$ cat config.mk
export PLATFORM = sky130hd
export DESIGN_NAME = expand_bits
export DESIGN_NICKNAME = d
export VERILOG_FILES = /design/src/rtl/expand_bits_pkg.sv /design/src/rtl/expand_bits_group.sv /design/src/rtl/expand_bits.sv
export SDC_FILE = /design/constraint.sdc
export NUM_CORES = 1
export LEC_CHECK = 0
export ABC_AREA = 0
export BUFFER_PORTS_ARGS = -buffer_cell sky130_fd_sc_hd__buf_4
export CORE_UTILIZATION = 60
export DETAILED_ROUTE_END_ITERATION = 8
export PLACE_DENSITY = 0.84
export SETUP_SLACK_MARGIN = 0.15
export SLEW_MARGIN = 20
export SYNTH_ARGS = -nofsm -noshare
export SYNTH_HDL_FRONTEND = slang
export SYNTH_SLANG_ARGS = --single-unit
$ cat constraint.sdc
create_clock -name clk -period 1.65 [get_ports clk]
set_clock_uncertainty 0.2 [all_clocks]
set_input_delay 0.4125 -clock clk [delete_from_list [all_inputs] [get_ports clk]]
set_output_delay 0.4125 -clock clk [all_outputs]
set_load 0.1 [all_outputs]
$ cat src/rtl/expand_bits_pkg.sv
// Shared constants and helpers for the count-to-thermometer-mask expander.
package expand_bits_pkg;

    localparam int unsigned FILL_W  = 3;
    localparam int unsigned GROUP_W = 4;

    typedef logic [FILL_W-1:0] fill_t;

    // Ceiling log2, used to size the count input from the mask width.
    function automatic int unsigned clog2(input int unsigned value);
        int unsigned r;
        r = 0;
        while ((64'd1 << r) < 64'(value)) begin
            r = r + 1;
        end
        return r;
    endfunction

    // Fill code to 4-bit thermometer pattern; codes above 4 saturate.
    function automatic logic [GROUP_W-1:0] expand_4(input fill_t fill);
        logic [GROUP_W-1:0] pattern;
        case (fill)
            3'd0:    pattern = 4'b0000;
            3'd1:    pattern = 4'b0001;
            3'd2:    pattern = 4'b0011;
            3'd3:    pattern = 4'b0111;
            default: pattern = 4'b1111;
        endcase
        return pattern;
    endfunction

endpackage

$ cat src/rtl/expand_bits_group.sv
// Register-free fill computation for one 4-bit group: min(max(count - 4*group, 0), 4).
module expand_bits_group
    import expand_bits_pkg::*;
#(
    parameter int unsigned CntBits = 6,
    parameter int unsigned Group   = 0
) (
    input  logic [CntBits-1:0] count,
    output fill_t              fill_c
);

    localparam logic signed [CntBits:0] BASE = (CntBits+1)'(GROUP_W * Group);
    localparam logic signed [CntBits:0] FULL = (CntBits+1)'(GROUP_W);

    logic signed [CntBits:0] diff;

    // One extra sign bit keeps the subtraction from wrapping.
    assign diff = $signed({1'b0, count}) - BASE;

    always_comb begin
        fill_c = '0;
        if (diff[CntBits]) begin
            fill_c = '0;
        end else if (diff >= FULL) begin
            fill_c = FILL_W'(GROUP_W);
        end else begin
            fill_c = FILL_W'(diff);
        end
    end

endmodule

$ cat src/rtl/expand_bits.sv
// Two-stage count -> thermometer mask pipeline with enable-based stall.
// Optional macro EXPAND_BITS_OVF_CHECK_EN adds an `ovf` output flagging count > OutBits.
module expand_bits
    import expand_bits_pkg::*;
#(
    parameter  int unsigned OutBits = 32,
    localparam int unsigned CntBits = clog2(OutBits + 1)
) (
    input  logic               clk,
    input  logic               rst_n,
    input  logic               en,
    input  logic               in_valid,
    input  logic [CntBits-1:0] count,
`ifdef EXPAND_BITS_OVF_CHECK_EN
    output logic               ovf,
`endif
    output logic               out_valid,
    output logic [OutBits-1:0] mask
);

    localparam int unsigned GROUPS = OutBits / GROUP_W;

    logic [GROUPS-1:0][FILL_W-1:0] fill_c;
    logic [GROUPS-1:0][FILL_W-1:0] fill_q;
    logic [OutBits-1:0]            mask_c;
    logic                          valid_q;

    for (genvar g = 0; g < GROUPS; g++) begin : g_group
        expand_bits_group #(
            .CntBits (CntBits),
            .Group   (g)
        ) u_group (
            .count  (count),
            .fill_c (fill_c[g])
        );
    end

    // Stage-2 LUT expansion of the registered fill codes.
    always_comb begin
        mask_c = '0;
        for (int unsigned g = 0; g < GROUPS; g++) begin
            mask_c[g*GROUP_W +: GROUP_W] = expand_4(fill_q[g]);
        end
    end

    always_ff @(posedge clk or negedge rst_n) begin
        if (!rst_n) begin
            valid_q   <= 1'b0;
            fill_q    <= '0;
            out_valid <= 1'b0;
            mask      <= '0;
        end else if (en) begin
            valid_q   <= in_valid;
            fill_q    <= fill_c;
            out_valid <= valid_q;
            mask      <= mask_c;
        end
    end

`ifdef EXPAND_BITS_OVF_CHECK_EN
    logic ovf_q;

    // Overflow flag travels with the fill codes so it stays aligned with mask.
    always_ff @(posedge clk or negedge rst_n) begin
        if (!rst_n) begin
            ovf_q <= 1'b0;
            ovf   <= 1'b0;
        end else if (en) begin
            ovf_q <= (count > CntBits'(OutBits));
            ovf   <= ovf_q;
        end
    end
`endif

endmodule

==> metrics.md, run 1 <==
| Metric | Value |
|---|---|
| Largest cells by area after synthesis | dfrtp_1, ha_1, a21oi_1 |
| Syn Nets | 285 |
| H-Tree Level Count | 3 |
| I/O pin count | 43 |
| Post-Synth XOR/XNOR Area | 0.0219 |
| Status | did not finish |
| Syn_area_per_cell | 10.5 um^2 |
| Final HPWL DP | 4.28 mm |
| Error msg | [ERROR DPL-0038] Utilization greater than 100%, impossible to legalize |
| Sink Count | between 50 and 60 |
| Synth top area share | 0.530 |
| Mux cell area share after synthesis | 0.0494 |
| Die X | 69.5 um |
| Synth Area in Simple Gates | 0.119 |
| Number of synthesized register bits | slightly below 60 |
| Post-synthesis compound-gate area fraction | 0.156 |
| Post-synthesis sequential area ratio | 0.530 |
| Cells after Synth | 261 |
| Stop stage | 5_1_grt |
| RD Place Congestion | 0.905 |
| Input/output buffers | 42 |
| Leading area contributor after synthesis | dfrtp_1 |
| Clock Root Buffer | clkbuf_8 |
| Mapped Area | 0.00274 mm^2 |
| Num CTS Buffers | 9 |
| Largest net degree at the start of global routing | 39 |
| Main flop type after synthesis | dfrtp_1 |
| Synth warn | 0 |
| Number of synthesized flops with an enable pin | 0 |
| Synth cell types | 36 |
| Die H | 69.5 um |
| Post-Synth Adder-Cell Area | 0.0640 |
| Initial core utilization | 0.624 |
| Largest family of logic cells by synthesized area | compound AO/OA/AOI/OAI gates |
| FP Rows | 24 |
| Dpl cell area | 0.00346 mm^2 |
| Share of flip-flops with an asynchronous set or reset | 1.00 |
| Longest Clk Path Bufs | 2 |
-- stage by stage --
stage / setup TNS (ps) / hold WS (ps) / util / instances / setup slack (ps)
floorplan: -543 / -83.1 / - / 261 / -97.1
global placement: -4790 / 107 / 0.789 / 381 / -294
detailed placement: -5590 / 112 / 0.789 / 381 / -368
CTS: 0 / 109 / 0.941 / 408 / 86.5
-- repair_timing --
item / CTS
gates resized for setup: 83
pin swaps: 17
buffers inserted: 10
hold buffers: 1
endpoints found under the hold margin: 20
endpoints found under the setup margin: 50
-- cell families after synthesis --
logic type               after synthesis
adder cells (fa/ha/maj)               14
multiplexers                          12
flip-flops                            58
XOR/XNOR                               6
buffers and inverters                 36
AO/OA/AOI/OAI                         66
AND/OR/NAND/NOR                       69
-- Yosys cell counts (3+ instances only) --
cell type	count
nor2_1	34
ha_1	14
a21oi_1	28
inv_1	23
o22ai_1	15
nand2b_1	3
mux2_2	12
xnor2_1	4
buf_2	7
nand2_1	16
dfrtp_1	58
nand3_1	6
a31oi_1	10
==> run 2: changes to the inputs <==
Settings changed: CORE_UTILIZATION 60 to 40, PLACE_DENSITY 0.84 to not set, PLACE_DENSITY_LB_ADDON set to 0.15, SETUP_SLACK_MARGIN 0.15 to not set.
==> run 2 against run 1 <==
The flow now finishes, with violations (design-rule violations, negative setup slack). Synthesized cell count stayed put. Area after synthesis unchanged.
==> metrics.md, run 2 <==
| Metric | Value |
|---|---|
| Status | finished, violations left |
| Failing checks | design-rule violations, negative setup slack |
| Remaining antenna violation count | 0 |
| Main flop type after synthesis | dfrtp_1 |
| Total routed wirelength | 5.71 mm |
| Layout Cells excl Fill | about 420 |
| ANT cells | 0 |
| Total grt overflow | 0 |
| NetSw | 1.71 mW |
| I/O pin count | 43 |
| Clock transition at the registers of the reported paths | around 70 ps |
| Reg2Reg Setup Slack | 600 ps |
| Worst setup SP type | primary input |
| Worst Path Arrival | 1680 ps |
| Syn_area_per_cell | 10.5 um^2 |
| Num CTS Buffers | 9 |
| Fmax | 603 MHz |
| Final HPWL DP | 4.20 mm |
| RD Place Congestion | 0.812 |
| Hold Path Cell Cnt | 2 |
| Leading area contributor after synthesis | dfrtp_1 |
| Final Power | ~4.3 mW |
| Commonest non-fill, non-tap cell in the layout | buf_4 |
| All-Layer GR Usage | 0.177 |
| Synth-to-Final Area Change | 33.9% |
| Power Internal | 2.59 mW |
| Synth top cells by count | dfrtp_1, nor2_1, a21oi_1 |
| Clock power share | 0.285 |
| Cells after Synth | 261 |
| Largest fanout on the critical path | 4 |
| Regs by FF count | mask (32), fill_q (24) |
| Syn Nets | between 200 and 300 |
| Slowest stage delay, CP | 250 ps |
| DIE AREA | 0.00718 mm^2 |
| Initial antenna violation count | 0 |
| Switch share | 0.398 |
| Vias in the first global route | 2078 |
| Initial core utilization | 0.421 |
| Final hold slack | 108 ps |
| Total core area | around 0.0065 mm^2 |
| Synth cell types | 36 |
| Max VDD drop | 0.000689 V |
| Synth warn | 0 |
| Pwr dens | roughly 1200 mW/mm^2 |
| Crit path top cell by count | buf_4 |
| Leakage power figure | 1.61 nW |
| WL per Instance | 13.6 um |
| RSZ-0062 raised after global routing | yes |
| Worst Slack Setup Final | -9.66 ps |
| Post-Place Cells | about 400 |
| Share of flip-flops with an asynchronous set or reset | 1.00 |
| Largest Register | mask |
| R2r worst-path depth | 2 |
| Die H | approximately 85 um |
| Share of cells above drive strength 1 | 0.369 |
| Pre-CTS setup slack | -318 ps |
| Final Setup Violations | 1 |
| Cells along the critical path | buf_4 > clkinvlp_4 > buf_4 > ha_4 > nand4bb_1 > a31oi_1 > nor2_1 > mux2_4 |
| Commonest cells after routing, fill and taps aside | buf_4, dfrtp_1, nor2_1 |
| H-Tree Level Count | 3 |
| Vias per cell | between 4 and 5 |
| Worst Hold Path EP | valid_q$_DFFE_PN0P_ |
| Crit end category | flop |
| First-pass GRT wire length | 9.78 mm |
| Worst-Skew Late Latency | 330 ps |
| Mapped Area | 0.00274 mm^2 |
| HP Start | in_valid |
| Share of power burned in registers | 0.383 |
| Longest Clk Path Bufs | 2 |
| Nets | 363 |
| Sink Count | 58 |
| WS Path Type | in -> reg |
| Number of synthesized flops with an enable pin | 0 |
| Clock Root Buffer | clkbuf_8 |
| Number of synthesized register bits | between 50 and 60 |
| CTS tree | built |
| Final hold violations | 0 |
| Worst Tran Pin Value | 383 ps |
| Post-synthesis sequential area ratio | 0.530 |
| Largest net degree at the start of global routing | 27 |
| Gate power share | 0.332 |
| Most numerous cell in the Yosys netlist | dfrtp_1 |
| FP Rows | 29 |
| Critical path's slowest cell | mux2_4 |
| Synth top area share | 0.530 |
| RR Startpoint | fill_q[5]$_DFFE_PN0P_ |
| Iter 0 DRT Violations | 80 |
| Hold WC Path Type | in -> reg |
| Vias post-DR | 2084 |
| Crit path required time | 1670 ps |
| Max reg flops | 32 |
| Final Max Slew Viols | 0 |
| # DRC | 1 |
| Total iterations of the first detailed-routing run | 8 |
| Die X | 84.7 um |
| Normalized max-slew margin | 0.744 |
| Input/output buffers | 42 |
| Fin crit period | 1660 ps |
| Largest cells by area after synthesis | dfrtp_1, ha_1, a21oi_1 |
| Number of max-cap violations | 0 |
| Tcrit/Tclk final | 1.01 |
| Sum Neg Setup Slack | -9.66 ps |
| R2R Path End | fill_q[5]$_DFFE_PN0P_ |
## run 2: cell counts after synthesis
No cell type changed its count.
## run 2: cell families (layout without fill, tap and decap cells)
family | count (synthesis) | after routing | synth area share
flops | 58 | 58 | 0.530
fa+ha+maj | 14 | 14 | 0.0640
mux | 12 | 12 | 0.0494
compound gates | 66 | 66 | 0.156
simple gates | 69 | 69 | 0.119
buf+inv | 36 | 119 | 0.0590
xor+xnor | 6 | 6 | 0.0219
## run 2: timing repair
action,in CTS,in global routing
gates resized for setup,0,9
endpoints found under the hold margin,17,0
hold buffers,1,0
setup endpoints to repair,0,14
buffers inserted,0,2
## run 2: through the flow
step | util | cell area, um^2
final | 0.564 | 3660
after global routing | 0.564 | 3660
after CTS | 0.557 | 3620
after detailed placement | 0.526 | 3420
after global placement | 0.526 | 3420
after floorplan | - | 2800
## run 2: how the worst max path moves through the flow
stage                        startpoint                      to  slack (ps)  cells after the start
CTS                 mask[4]$_DFFE_PN0P_                 mask[4]          10                      1
finish                         count[4]  fill_q[14]$_DFFE_PN0P_         -10                      8
global route                   count[4]  fill_q[14]$_DFFE_PN0P_         -20                      8
global placement               count[4]  fill_q[17]$_DFFE_PN0P_        -280                      7
detailed placement             count[3]   fill_q[6]$_DFFE_PN0P_        -320                      8
floorplan                      count[3]   fill_q[6]$_DFFE_PN0P_        -100                      7
## run 2: metal layers
layer | GRT usage | up-vias | part of all wire
met3 | 0.0413 | 8 | 0.029
met1 | 0.239 | 983 | 0.50
met4 | 0.0924 | 0 | 0.018
met5 | 0 | - | 0
li1 | - | 1059 | -
met2 | 0.265 | 34 | 0.45
## run 2: layout make-up
| class | count | area (um^2) |
|---|---|---|
| clock inverter | 4 | 25.0 |
| multi-input combinational | 167 | 1180 |
| fill | 588 | 2830 |
| tap | 77 | 96.3 |
| timing repair buffer | 79 | 648 |
| clock buffer | 12 | 165 |
| inverter | 24 | 101 |
| sequential | 58 | 1450 |
## run 2: power groups by stage
stage          Combinational [mW]  Clock [mW]  Sequential, mW
6_report                     1.42        1.22            1.64
5_1_grt                      1.49        1.34            1.66
4_1_cts                      1.42        1.27            1.64
3_5_place_dp                 1.41           0            1.67
3_3_place_gp                 1.41           0            1.66
2_1_floorplan               0.297           0            2.42
## run 2: critical path: cells and delay by family
kind | cells | cell delay [ps]
AOI/OAI and AO/OA | 1 | 180
muxes | 1 | 250
buffers and inverters | 3 | 390
and+or+nand+nor | 2 | 210
adders and majority gates | 1 | 240
Note: power is estimated with default switching activity, not from simulation.
==> run 3: changes to the inputs <==
Settings changed: PLACE_DENSITY_LB_ADDON 0.15 to not set.
Clock period 1.65 ns to 1.55 ns, I/O delays scaled along.
==> run 3 against run 2 <==
The run now ends clean. Critical path depth is 7 lower. Routed wire length is 4.8% higher. Utilization is 5.9 points higher. Final area is 10% higher. Die area stayed put. Sequential cell count stayed put. Count of clock-buffer cells in the layout is 1 higher. Global-route usage is 0.38 points higher.
==> metrics.md, run 3 (synthesized netlist as in run 2, its figures left out) <==
| Metric | Value |
|---|---|
| Crit end category | primary output |
| CTS tree | built |
| Sink Count | between 50 and 60 |
| Commonest non-fill, non-tap cell in the layout | dfrtp_1 |
| WS Path Type | reg -> out |
| Hold Path Cell Cnt | 2 |
| Synth-to-Final Area Change | 47.8% |
| Fmax | 654 MHz |
| Vias per cell | 5.16 |
| Number of max-cap violations | 0 |
| Total core area | 0.00649 mm^2 |
| RD Place Congestion | about 0.83 |
| HP Start | in_valid |
| Normalized max-slew margin | 0.784 |
| All-Layer GR Usage | 0.181 |
| Cells along the critical path | buf_12 |
| Register area | 0.00145 mm^2 |
| Worst-Skew Late Latency | around 340 ps |
| Dpl cell area | 0.00346 mm^2 |
| Slowest stage delay, CP | 410 ps |
| DIE AREA | 0.00718 mm^2 |
| Fin crit period | 1530 ps |
| Critical path's slowest cell | dfrtp_1 |
| Clock Root Buffer | clkbuf_8 |
| Share of cells above drive strength 1 | 0.410 |
| Initial antenna violation count | 0 |
| Final hold violations | 0 |
| Hold WC Path Type | in -> reg |
| R2R Path End | mask[11]$_DFFE_PN0P_ |
| Worst Hold Path EP | valid_q$_DFFE_PN0P_ |
| Post-Place Cells | ~400 |
| Pwr dens | 1210 mW/mm^2 |
| Critical path's top delay family | flip-flops |
| Largest Register | mask |
| Status | finished, final reports clean |
| Footprint of the multi-input gates | 0.00127 mm^2 |
| Longest Clk Path Bufs | 2 |
| I/O pin count | 43 |
| Nets | 369 |
| Final instance area | 0.00405 mm^2 |
| Crit. path cell count | 1 |
| Largest fanout on the critical path | 2 |
| Tcrit/Tclk final | 0.986 |
| WL per Instance | 14.0 um |
| Total iterations of the first detailed-routing run | 6 |
| Worst setup SP type | flop |
| Leakage power figure | 1.75 nW |
| Sum Neg Setup Slack | 0 ps |
| Worst Tran Pin Value | 324 ps |
| # DRC | 0 |
| Initial core utilization | 0.421 |
| R2r worst-path depth | 2 |
| Max VDD drop | 0.000503 V |
| Remaining antenna violation count | 0 |
| Regs by FF count | mask (32), fill_q (24) |
| Die H | 84.7 um |
| Final Setup Violations | 0 |
| Vias post-DR | 2197 |
| First-pass GRT wire length | 10.0 mm |
| WP buf/inv | 1 |
| Input/output buffers | 42 |
| Commonest cells after routing, fill and taps aside | dfrtp_1, buf_4, nor2_1 |
| Total routed wirelength | 5.98 mm |
| Largest net degree at the start of global routing | 30 |
| Crit path required time | 960 ps |
| Layout Cells excl Fill | 426 |
| Core Util, Final | 0.623 |
| Reg2Reg Setup Slack | 420 ps |
| ANT cells | 0 |
| Vias in the first global route | 2153 |
| Clock transition at the registers of the reported paths | 60 ps |
| RSZ-0062 raised after global routing | yes |
| Iter 0 DRT Violations | 76 |
| Filler cell count | 536 |
| H-Tree Level Count | 3 |
| RR Startpoint | mask[11]$_DFFE_PN0P_ |
| Final HPWL DP | 4.31 mm |
| Worst Path Arrival | 940 ps |
| Num CTS Buffers | 9 |
| Final Max Slew Viols | 0 |
| FP Rows | 29 |
| Die X | approximately 85 um |
| Max reg flops | 32 |
| Total grt overflow | 0 |
## run 3: worst max path at each step
stage | startpoint | endpoint | slack, ps
2_1_floorplan | count[3] | fill_q[6]$_DFFE_PN0P_ | -170
3_3_place_gp | count[3] | fill_q[6]$_DFFE_PN0P_ | -380
3_5_place_dp | count[3] | fill_q[7]$_DFFE_PN0P_ | -420
4_1_cts | mask[16]$_DFFE_PN0P_ | mask[16] | 5
5_1_grt | count[2] | fill_q[16]$_DFFE_PN0P_ | -20
6_report | mask[11]$_DFFE_PN0P_ | mask[11] | 20
## run 3: cell type report
cell class	count	area share
clock buffer	13	0.0417
tap	77	0.0238
clock inverter	2	0.00866
inverter	24	0.0278
timing repair buffer	85	0.226
multi-input combinational	167	0.314
sequential	58	0.359
## run 3: what timing repair did
action / in CTS / in global routing
setup buffers: 0 / 4
setup endpoints to repair: 46 / 27
resized for setup: 42 / 41
endpoints found under the hold margin: 43 / 0
cloned: 0 / 0
pin swaps: 4 / 12
hold buffers: 1 / 0
## run 3: routing by layer
layer	track usage	wire (um)	up-vias
met1	0.239	2810	1076
met2	0.288	2880	44
met3	0.0295	164	11
li1	-	-	1066
met4	0.0924	127	0
met5	0	0	-
## run 3: stage by stage
| step | setup slack, ps | power, mW | hold WS (ps) |
|---|---|---|---|
| after floorplan | -172 | 2.89 | -108 |
| after global placement | -381 | 3.28 | 60.6 |
| after detailed placement | -423 | 3.30 | 62.5 |
| after CTS | 5.30 | 4.84 | 79.7 |
| after global routing | -15.2 | 5.09 | 93.1 |
| final | 21.6 | 4.91 | 88.0 |
## run 3: power breakdown
| group | switching [mW] | internal, mW | leakage [nW] |
|---|---|---|---|
| logic | 1.15 | 0.548 | 0.962 |
| clock network | 0.569 | 0.863 | 0.106 |
| registers | 0.119 | 1.66 | 0.679 |
| total | 1.84 | 3.07 | 1.75 |
## run 3: worst register-to-register path, cell delays in order (launching register included)
cell and delay, ps:
dfrtp_1 420, buf_4 150, mux2_2 250
==> run 4: changes to the inputs <==
Settings changed: CORE_ASPECT_RATIO set to 0.8, RECOVER_POWER set to 25.
==> run 4 against run 3 <==
Clock power is 8% higher. Sequential power hardly changed. Final area is 1.4% higher. Worst setup slack worse by 9.3 ps. Combinational power is 4% higher. Cell count is 1.2% higher. Critical path type unchanged. First-iteration DRC count is 24% higher. Hold slack worse by 0.81 ps. Register-to-register slack better by 70 ps. Routed wire length is 3.4% higher. Via count is 0.46% lower. Power is 4.0% higher.
==> metrics.md, run 4 (synthesized netlist as in run 2, its figures left out) <==
| Metric | Value |
|---|---|
| Status | finished, final reports clean |
| Total core area | 0.00651 mm^2 |
| Final hold violations | 0 |
| Critical path's top delay family | flip-flops |
| WL per Instance | between 10 and 15 um |
| Core Util, Final | 0.631 |
| Sink Count | between 50 and 60 |
| Final instance area | roughly 0.004 mm^2 |
| Register area | about 0.0015 mm^2 |
| Fin crit period | 1540 ps |
| WS Path Type | reg -> out |
| Synth-to-Final Area Change | 49.9% |
| Critical path's slowest cell | dfrtp_1 |
| Commonest non-fill, non-tap cell in the layout | dfrtp_1 |
| Fmax | 650 MHz |
| Longest Clk Path Bufs | 2 |
| Layout Cells excl Fill | 431 |
| Tcrit/Tclk final | 0.992 |
| Nets | 366 |
| Total iterations of the first detailed-routing run | 4 |
| # DRC | 0 |
| Initial antenna violation count | 0 |
| Regs by FF count | mask (32), fill_q (24) |
| Final Max Slew Viols | 0 |
| FP Rows | 26 |
| First-pass GRT wire length | approximately 10 mm |
| Die H | 76.0 um |
| Power Internal | roughly 3.2 mW |
| Crit end category | primary output |
| DIE AREA | between 0.007 and 0.008 mm^2 |
| Hold WC Path Type | in -> reg |
| Post-Place Cells | 410 |
| RD Place Congestion | 0.862 |
| Total routed wirelength | 6.18 mm |
| Initial core utilization | 0.421 |
| H-Tree Level Count | 3 |
| Number of max-cap violations | 0 |
| Gate power share | 0.345 |
| I/O pin count | 43 |
| ANT cells | 0 |
| CTS tree | built |
| WP buf/inv | 1 |
| Share of power burned in registers | 0.351 |
| Final hold slack | 87.2 ps |
| Slowest stage delay, CP | 420 ps |
| Leakage power figure | around 1.8 nW |
| Normalized max-slew margin | 0.648 |
| Clock Root Buffer | clkbuf_8 |
| Iter 0 DRT Violations | 94 |
| Die X | 94.5 um |
| Total grt overflow | 0 |
| Pwr dens | 1240 mW/mm^2 |
| Crit path required time | 960 ps |
| Largest fanout on the critical path | 2 |
| Worst Tran Pin Value | 527 ps |
| Clock transition at the registers of the reported paths | 70 ps |
| Filler cell count | 540 |
| Worst-Skew Late Latency | 330 ps |
| Largest Register | mask |
| Max VDD drop | about 0.0007 V |
| Num CTS Buffers | 9 |
| Vias in the first global route | 2139 |
| Cells along the critical path | buf_12 |
| Largest net degree at the start of global routing | 59 |
| Switch share | 0.372 |
| Share of cells above drive strength 1 | 0.380 |
| Worst Path Arrival | 950 ps |
| Footprint of the multi-input gates | approximately 0.0013 mm^2 |
| Input/output buffers | 42 |
| Max reg flops | 32 |
| Final HPWL DP | ~4.2 mm |
| Final Setup Violations | 0 |
| Dpl cell area | 0.00344 mm^2 |
| Clock power share | 0.304 |
| Final Power | 5.11 mW |
| All-Layer GR Usage | 0.186 |
| Vias post-DR | around 2200 |
| Worst setup SP type | flop |
| NetSw | 1.90 mW |
| Vias per cell | 5.07 |
| Commonest cells after routing, fill and taps aside | dfrtp_1, buf_4, nor2_1 |
| RSZ-0062 raised after global routing | yes |
| Remaining antenna violation count | 0 |
-- run 4: final cells by class --
cell class	instances	share of cell area
Timing Repair Buffer	82	0.230
Multi-Input combinational cell	167	0.311
Tap cell	84	0.0256
Sequential cell	58	0.354
Clock buffer	11	0.0345
Clock inverter	5	0.0189
Inverter	24	0.0268
-- run 4: routing by layer --
layer | vias up | share of wire | global-route usage | wire length (um)
li1 | 1066 | - | - | -
met1 | 1049 | 0.47 | 0.259 | 2920
met2 | 62 | 0.46 | 0.277 | 2860
met3 | 10 | 0.048 | 0.0529 | 296
met4 | 0 | 0.017 | 0.0636 | 106
met5 | - | 0 | 0 | 0
-- run 4: path summary, 6_finish.rpt --
kind | from | to | slack (ps) | cells past startpoint
max in group asynchronous | rst_n | mask[7]$_DFFE_PN0P_ | 300 | 3
min in group asynchronous | rst_n | mask[30]$_DFFE_PN0P_ | 460 | 3
setup reg to reg | fill_q[5]$_DFFE_PN0P_ | fill_q[5]$_DFFE_PN0P_ | 490 | 2
setup / recovery | mask[20]$_DFFE_PN0P_ | mask[20] | 10 | 1
hold reg to reg | valid_q$_DFFE_PN0P_ | valid_q$_DFFE_PN0P_ | 310 | 1
hold / removal | in_valid | valid_q$_DFFE_PN0P_ | 90 | 2
-- run 4: stage by stage --
step / TNS (ps) / setup slack [ps]
after floorplan: -1510 / -172
after global placement: -6090 / -379
after detailed placement: -6730 / -434
after CTS: -1.58 / -1.58
after global routing: -90.9 / -29.2
final: 0 / 12.3
-- run 4: worst register-to-register path, cell delays in order, from the launching register on --
cell	delay [ps]
dfrtp_1	410
nor2b_1	140
a31o_1	200
-- run 4: power by group through the flow --
stage,Combinational (mW),Sequential (mW),Clock (mW)
floorplan,0.317,2.57,0
global placement,1.50,1.77,0
detailed placement,1.51,1.77,0
CTS,1.60,1.77,1.58
global route,1.85,1.81,1.65
finish,1.76,1.79,1.55
-- run 4: timing repair --
item	CTS	global route
setup buffers	0	4
setup endpoints to repair	38	37
resized for setup	41	58
hold buffers	1	0
hold endpoints to repair	58	0
pin swaps	3	12
